### config.mk
export PLATFORM = sky130hd
export DESIGN_NAME = phy_arbiter_flat
export DESIGN_NICKNAME = d
export VERILOG_FILES = /design/src/rtl/phy_arbiter_if.sv /design/src/rtl/phy_arbiter.sv /design/src/flat_wrapper.sv
export SDC_FILE = /design/constraint.sdc
export NUM_CORES = 1
export LEC_CHECK = 0
export ABC_AREA = 0
export ABC_CLOCK_PERIOD_IN_PS = 4000
export CAP_MARGIN = 5
export CORE_MARGIN = 4
export CORE_UTILIZATION = 26
export CTS_CLUSTER_DIAMETER = 150
export DETAILED_ROUTE_END_ITERATION = 6
export DONT_BUFFER_PORTS = 1
export PLACE_DENSITY = 0.48
export SYNTH_ARGS = -nofsm -noshare
export SYNTH_HDL_FRONTEND = slang
export SYNTH_SLANG_ARGS = --single-unit
### constraint.sdc
create_clock -name clk_32f -period 4 [get_ports clk_32f]
set_input_delay 1.2 -clock clk_32f [delete_from_list [all_inputs] [get_ports clk_32f]]
set_output_delay 1.2 -clock clk_32f [all_outputs]
set_load 0.1 [all_outputs]
### src/rtl/phy_arbiter_if.sv
// Requester/PHY bundle for phy_arbiter: link enable, two requester
// handshakes and the registered word stream toward the transmitter.
interface phy_arbiter_if;
  logic        link_en;
  logic [31:0] data_in0;
  logic        valid_in0;
  logic        ready_out0;
  logic [31:0] data_in1;
  logic        valid_in1;
  logic        ready_out1;
  logic [31:0] data_out;
  logic        valid_out;
  logic        grant_id;
  logic        link_up;

  modport master (
    output link_en, data_in0, valid_in0, data_in1, valid_in1,
    input  ready_out0, ready_out1, data_out, valid_out, grant_id, link_up
  );

  modport slave (
    input  link_en, data_in0, valid_in0, data_in1, valid_in1,
    output ready_out0, ready_out1, data_out, valid_out, grant_id, link_up
  );
endinterface

### src/rtl/phy_arbiter.sv
// Slot-based two-requester arbiter feeding a PHY word stream (IDLE/INIT/ACTIVE).
// Optional macro PHY_ARB_STRICT_PRIO_EN: requester 0 always wins over requester 1.
module phy_arbiter #(
  parameter int          SLOT_LEN   = 32,
  parameter int          INIT_WORDS = 4,
  parameter logic [31:0] IDLE_WORD  = 32'hBCBCBCBC
) (
  input logic           clk_32f,
  input logic           reset,
  phy_arbiter_if.slave  bus
);

  localparam logic [7:0] SLOT_LAST = 8'(SLOT_LEN - 1);
  localparam logic [7:0] INIT_LAST = 8'(INIT_WORDS - 1);

  typedef enum logic [1:0] {S_IDLE, S_INIT, S_ACTIVE} state_t;

  state_t      state, state_p0;
  logic [7:0]  slot_cnt;
  logic [7:0]  init_cnt, init_p0;
  logic        boundary;
  logic        ptr, ptr_p0;
  logic        win0;
  logic        rdy0, rdy1;
  logic [31:0] data_p0, data_p1;
  logic        vld_p0, vld_p1;
  logic        grant_p0, grant_p1;
  logic        link_p1;

  assign boundary = (slot_cnt == SLOT_LAST);

  always_ff @(posedge clk_32f or posedge reset) begin
    if (reset) begin
      slot_cnt <= '0;
    end else if (boundary) begin
      slot_cnt <= '0;
    end else begin
      slot_cnt <= slot_cnt + 8'd1;
    end
  end

  // Pointer names the last granted requester; the other one wins a tie.
  always_comb begin
    win0 = 1'b0;
`ifdef PHY_ARB_STRICT_PRIO_EN
    win0 = bus.valid_in0;
`else
    win0 = bus.valid_in0 & (~bus.valid_in1 | ptr);
`endif
  end

  // Next-state and next-output decode; nothing moves outside a boundary cycle.
  always_comb begin
    state_p0 = state;
    init_p0  = init_cnt;
    ptr_p0   = ptr;
    data_p0  = data_p1;
    vld_p0   = vld_p1;
    grant_p0 = grant_p1;
    rdy0     = 1'b0;
    rdy1     = 1'b0;
    if (boundary) begin
      data_p0 = '0;
      vld_p0  = 1'b0;
      case (state)
        S_IDLE: begin
          if (bus.link_en) begin
            state_p0 = S_INIT;
            init_p0  = '0;
            data_p0  = IDLE_WORD;
          end
        end
        S_INIT: begin
          if (!bus.link_en) begin
            state_p0 = S_IDLE;
          end else if (init_cnt == INIT_LAST) begin
            state_p0 = S_ACTIVE;
          end else begin
            init_p0 = init_cnt + 8'd1;
            data_p0 = IDLE_WORD;
          end
        end
        S_ACTIVE: begin
          // Link drop wins over arbitration: no ready pulse, no capture.
          if (!bus.link_en) begin
            state_p0 = S_IDLE;
          end else if (win0) begin
            rdy0     = 1'b1;
            data_p0  = bus.data_in0;
            vld_p0   = 1'b1;
            grant_p0 = 1'b0;
            ptr_p0   = 1'b0;
          end else if (bus.valid_in1) begin
            rdy1     = 1'b1;
            data_p0  = bus.data_in1;
            vld_p0   = 1'b1;
            grant_p0 = 1'b1;
            ptr_p0   = 1'b1;
          end
        end
        default: state_p0 = S_IDLE;
      endcase
    end
  end

  // Output stage: registered word, valid, grant and link status.
  always_ff @(posedge clk_32f or posedge reset) begin
    if (reset) begin
      state    <= S_IDLE;
      init_cnt <= '0;
      ptr      <= 1'b1;
      data_p1  <= '0;
      vld_p1   <= 1'b0;
      grant_p1 <= 1'b0;
      link_p1  <= 1'b0;
    end else begin
      state    <= state_p0;
      init_cnt <= init_p0;
      ptr      <= ptr_p0;
      data_p1  <= data_p0;
      vld_p1   <= vld_p0;
      grant_p1 <= grant_p0;
      link_p1  <= (state_p0 == S_ACTIVE);
    end
  end

  assign bus.ready_out0 = rdy0;
  assign bus.ready_out1 = rdy1;
  assign bus.data_out   = data_p1;
  assign bus.valid_out  = vld_p1;
  assign bus.grant_id   = grant_p1;
  assign bus.link_up    = link_p1;

endmodule

### src/flat_wrapper.sv
// flat-port wrapper written by rule: the top's interface ports become plain ports
module phy_arbiter_flat 
#(
  parameter int          SLOT_LEN   = 32,
  parameter int          INIT_WORDS = 4,
  parameter logic [31:0] IDLE_WORD  = 32'hBCBCBCBC
)
  (clk_32f, reset, bus_link_en, bus_data_in0, bus_valid_in0, bus_data_in1, bus_valid_in1, bus_ready_out0, bus_ready_out1, bus_data_out, bus_valid_out, bus_grant_id, bus_link_up);
  phy_arbiter_if bus_i ();
  input logic clk_32f;
  input logic reset;
  input wire logic [$bits(bus_i.link_en)-1:0] bus_link_en;
  input wire logic [$bits(bus_i.data_in0)-1:0] bus_data_in0;
  input wire logic [$bits(bus_i.valid_in0)-1:0] bus_valid_in0;
  input wire logic [$bits(bus_i.data_in1)-1:0] bus_data_in1;
  input wire logic [$bits(bus_i.valid_in1)-1:0] bus_valid_in1;
  output wire logic [$bits(bus_i.ready_out0)-1:0] bus_ready_out0;
  output wire logic [$bits(bus_i.ready_out1)-1:0] bus_ready_out1;
  output wire logic [$bits(bus_i.data_out)-1:0] bus_data_out;
  output wire logic [$bits(bus_i.valid_out)-1:0] bus_valid_out;
  output wire logic [$bits(bus_i.grant_id)-1:0] bus_grant_id;
  output wire logic [$bits(bus_i.link_up)-1:0] bus_link_up;
  assign bus_i.link_en = bus_link_en;
  assign bus_i.data_in0 = bus_data_in0;
  assign bus_i.valid_in0 = bus_valid_in0;
  assign bus_i.data_in1 = bus_data_in1;
  assign bus_i.valid_in1 = bus_valid_in1;
  assign bus_ready_out0 = bus_i.ready_out0;
  assign bus_ready_out1 = bus_i.ready_out1;
  assign bus_data_out = bus_i.data_out;
  assign bus_valid_out = bus_i.valid_out;
  assign bus_grant_id = bus_i.grant_id;
  assign bus_link_up = bus_i.link_up;
  phy_arbiter #(.SLOT_LEN(SLOT_LEN), .INIT_WORDS(INIT_WORDS), .IDLE_WORD(IDLE_WORD)) u_core (.clk_32f(clk_32f), .reset(reset), .bus(bus_i));
endmodule
[Yosys cells after proc, flatten, opt, wreduce, memory -nomap -nowiden]
Cells that the tools add are included.
Widths: inputs -> output; s select.
Storage, ports and cells
  register bits: 54
  bits of input ports: 69
  output and inout port bits: 37
  word-level logic and storage cells: 58
Cells by class
  add/subtract/negate cells: 2
  equal/unequal tests: 8
  mux-type cells: 32
  bitwise gates (word level): 3
  reductions and logical operators: 5
Operator list (count)
  $mux 32: 6
  $pmux 32 s3: 1
  $mux 8: 4
  $add 8x1->8 const B: 2
  $pmux 8 s2: 1
  $mux 1: 14
  $mux 2: 5
  $eq 8x2->1 const B: 1
  $eq 8x5->1 const B: 1
  $ne 2x2->1 const B: 3
  $pmux 2 s3: 1
  $reduce_and 5->1: 1
  $eq 2x2->1 const B: 2
  $reduce_and 4->1: 1
  $reduce_bool 2->1: 2
  $eq 2x1->1 const B: 1
  $logic_not 2->1: 1
  $and 1x1->1: 1
  $not 1->1: 1
  $or 1x1->1: 1

[Longest topological paths before layout]
  word-level depth: 7
  gate-level depth with buffers: 8
  depth with buffers taken out: 5

[Worst setup path before layout]
Ideal clock, no wire load.
  path kind: input-to-output
  start: input port bus_valid_in0
  end: output port bus_ready_out0
  data arrival time: 2.931 ns
  required time: 2.800 ns
  setup slack: -0.131 ns
  stages: 3
  path buffers: 0
  cell sequence: nand4b_1 or3_1 nor2_1
Between the ends
  word-level cells in the longest chain between the ends: 5
RTL lines
  start, declared: RTL line flat_wrapper.sv:14  | input wire logic [$bits(bus_i.valid_in0)-1:0] bus_valid_in0;
  $and 1x1->1: RTL line phy_arbiter.sv:48  | win0 = bus.valid_in0 & (~bus.valid_in1 | ptr);
  $mux 1: RTL line phy_arbiter.sv:87  | end else if (win0) begin
  $mux 1: RTL line phy_arbiter.sv:85  | if (!bus.link_en) begin
  $mux 1: RTL line phy_arbiter.sv:65  | case (state)
  $mux 1: RTL line phy_arbiter.sv:62  | if (boundary) begin
  end, declared: RTL line flat_wrapper.sv:17  | output wire logic [$bits(bus_i.ready_out0)-1:0] bus_ready_out0;
Every way passes these cells.

[Final worst setup path]
  start: register u_core.slot_cnt[0]
  end: output port bus_ready_out0
Between the ends
  word-level cells in the longest chain between the ends: 2
RTL lines
  start, declared: RTL line phy_arbiter.sv:19  | logic [7:0] slot_cnt;
  start signal, assigned: RTL line phy_arbiter.sv:38  | slot_cnt <= slot_cnt + 8'd1;
  $eq 8x5->1: RTL line phy_arbiter.sv:30  | assign boundary = (slot_cnt == SLOT_LAST);
  $mux 1: RTL line phy_arbiter.sv:62
Every way passes these cells.

==> impl_metrics.tcl <==
set metrics [dict create \
    cts_tree "yes" \
    synth.yosys.seq_area_share 0.5410 \
    drive_gt1_frac 0.09055 \
    fin_worst_skew_ns 0.007752 \
    start_util 0.2693 \
    yosysWarnings 0 \
    required_ns 2.80 \
    crit_type "flop to output pin" \
    fin_tns_setup_ns 0 \
    dp_hpwl_mm 4.471 \
    slowest_stage "or3_1" \
    rsz0062_at_grt "no" \
    cp_top_family "simple AND/OR/NAND/NOR gates" \
    grt_pass1_wl_mm 9.749 \
    nets 324 \
    vdd_drop_max_v 0.0001181 \
    setup_viol 0 \
    post_drt_wl_per_cell_um 16.03 \
    path_buf_inv 1 \
    post-route-min-period_ns 3.379 \
    final_cell_mix "60 x nand2_1, 53 x dfrtp_1, 32 x a22oi_1, 25 x nand3_1, 10 x nor2_1" \
    core_mm2 0.009284 \
    ctsHoldBuffers 0 \
    synth_top_area_cell "dfrtp_1" \
    root_buffer "clkbuf_8" \
    final_common_cell "nand2_1" \
    clk_latency_ns 0.30 \
    netlist_area_mm2 0.002500 \
    clk_pin_slew_ns 0.10 \
    grt_max_degree 40 \
    cts_buffers 5 \
    wirelength_mm 6.138 \
    maxCapViolations 0 \
    hold_path.class "flop to flop" \
    powerDensity_mw_per_mm2 373.9 \
    antenna_found_initial 0 \
    viasPerCell 4.940 \
    vias 1892 \
    drtIter0Drc 102 \
    grt_overflow 0 \
    htree_num_levels 2 \
    ys_seq_elements 54 \
    slowest_delay_ns 0.53 \
    die_area_mm2 0.01125 \
    leakagePower_nw 1.301 \
    syn_nets 326 \
    worst_pin_slew_ns 0.9523 \
    die_y_um 106.1 \
    path_max_fanout 7 \
    endpoint_kind "output pin" \
    max_slew_margin 0.3651 \
    critPathArrivalTime_ns 2.18 \
    outcome "completed" \
    synth_cell_types 38 \
    max_freq_ghz 0.2959 \
    die_w_um 106.1 \
    seq_area_mm2 0.001353 \
    total_power_mw 1.039 \
    route.detailed.drc 0 \
    hold_viol 0 \
    syn_area_per_cell_um2 9.804 \
    yosysTopAreaCellShare 0.5305 \
    multi_input_area_mm2 0.001067 \
    n_antenna_cell 0 \
    grt_pass1_vias 1879 \
    dr.pass1.iters 4 \
    syn_inst 255 \
    cp_cell_sequence "ha_1 > nand4_1 > or3_1 > nor2_2 > buf_4" \
    boundaryPins 106 \
    final_antenna_net_count 0 \
    rows 35 \
    post_cts_resize_count 0 \
    cts_setup_buffers 0 \
    fill_cells 998 \
    numPortBuffers 0 \
    syn2layout_area_growth_pct 11.16 \
    drv_slew 0 \
    cts.sinks 54 \
    start_kind "flop" \
    cts_buffer_depth 2 \
    place_congestion 0.7051 \
    fin_crit_sh 0.8449 \
    grtUsageTotal 0.1080 \
    yosys-top-cells-area "dfrtp_1 53%, a22oi_1 9.6%, nand2_1 9.0%" \
]
## area by class of cell
class	instances	share of cell area
Clock buffer	7	0.02747
Multi-Input combinational cell	180	0.3841
Sequential cell	54	0.4867
Inverter	5	0.006754
Tap cell	129	0.05808
Timing Repair Buffer	7	0.02611
Clock inverter	1	0.01081
## path summary, 6_finish.rpt
check,cells past startpoint,startpoint,to,slack (ns)
max in group asynchronous,2,reset,u_core.bus.data_out[20]$_DFFE_PP0N_,2.37
worst min-delay path,1,u_core.slot_cnt[7]$_DFF_PP0_,u_core.slot_cnt[7]$_DFF_PP0_,0.47
worst min register to register,1,u_core.slot_cnt[7]$_DFF_PP0_,u_core.slot_cnt[7]$_DFF_PP0_,0.47
worst max-delay path,5,u_core.slot_cnt[0]$_DFF_PP0_,bus_ready_out0,0.62
worst max register to register,5,u_core.slot_cnt[0]$_DFF_PP0_,u_core.init_cnt[0]$_DFFE_PP0P_,1.59
min in group asynchronous,1,reset,u_core.bus.data_out[16]$_DFFE_PP0N_,0.87
## per-stage QoR
stage / cell area [µm²] / utilization / worst slack, ns / hold slack, ns / instances
2_1_floorplan: 2502 / - / 0.3214 / 0.4357 / 255
3_3_place_gp: 2673 / 0.2879 / 0.6684 / 0.4544 / 375
3_5_place_dp: 2673 / 0.2879 / 0.6472 / 0.4520 / 375
4_1_cts: 2779 / 0.2993 / 0.5895 / 0.4717 / 383
5_1_grt: 2779 / 0.2993 / 0.4685 / 0.4795 / 383
6_report: 2779 / 0.2993 / 0.6205 / 0.4685 / 383
## power by group
group	total, mW	internal [mW]	switching (mW)
Sequential	0.642	0.555	0.0867
Combinational	0.0341	0.0133	0.0208
Clock	0.363	0.188	0.175
Total	1.04	0.756	0.283
## cells in the mapped netlist
cell       number
o31ai_1         2
nand3b_1        2
or2_2           1
nand3_1        25
nor2b_1         2
buf_2           5
o221ai_1        2
mux2_4          1
mux2i_1         1
o21ai_0         6
nor2_1         11
nand2b_1        1
buf_6           2
nand2b_4        1
xor2_1          4
nor4b_2         1
dfrtp_1        53
nand4_1         1
a21oi_1         2
o211ai_1        3
nor3_1          1
ha_1            2
nand2_1        60
and2_1          1
or4b_2          1
xnor2_1         2
dfstp_2         1
nor4b_1         1
nor4_2          1
o41ai_2         1
a22oi_1        32
nand4b_1        2
clkbuf_1        9
a2bb2oi_1       1
and3_1          4
inv_1           5
or3_1           4
a21o_1          1
## metal layers
metal / GRT usage / vias up / part of all wire
met1: 0.1392 / 939 / 0.42
li1: - / 893 / -
met5: 0 / - / 0
met4: 0.02498 / 0 / 0.0078
met2: 0.1790 / 55 / 0.51
met3: 0.03218 / 5 / 0.064
## logic make-up after synthesis
kind of cell / count (synthesis) / synth area share
DFF: 54 / 0.5410
muxes: 2 / 0.01001
buffers and inverters: 21 / 0.04004
and+or+nand+nor: 120 / 0.2307
adders and majority gates: 2 / 0.01001
xor gates and xnor gates: 6 / 0.02102
AOI/OAI and AO/OA: 50 / 0.1472
## registers in the layout (all words and copies together) (netlist names)
signal                cells
u_core.bus.data_out      32
u_core.init_cnt           8
u_core.slot_cnt           8
u_core.state              2
u_core.bus.grant_id       1
u_core.bus.link_up        1
u_core.bus.valid_out      1
u_core.ptr                1
(Power assumes the default switching activity.)
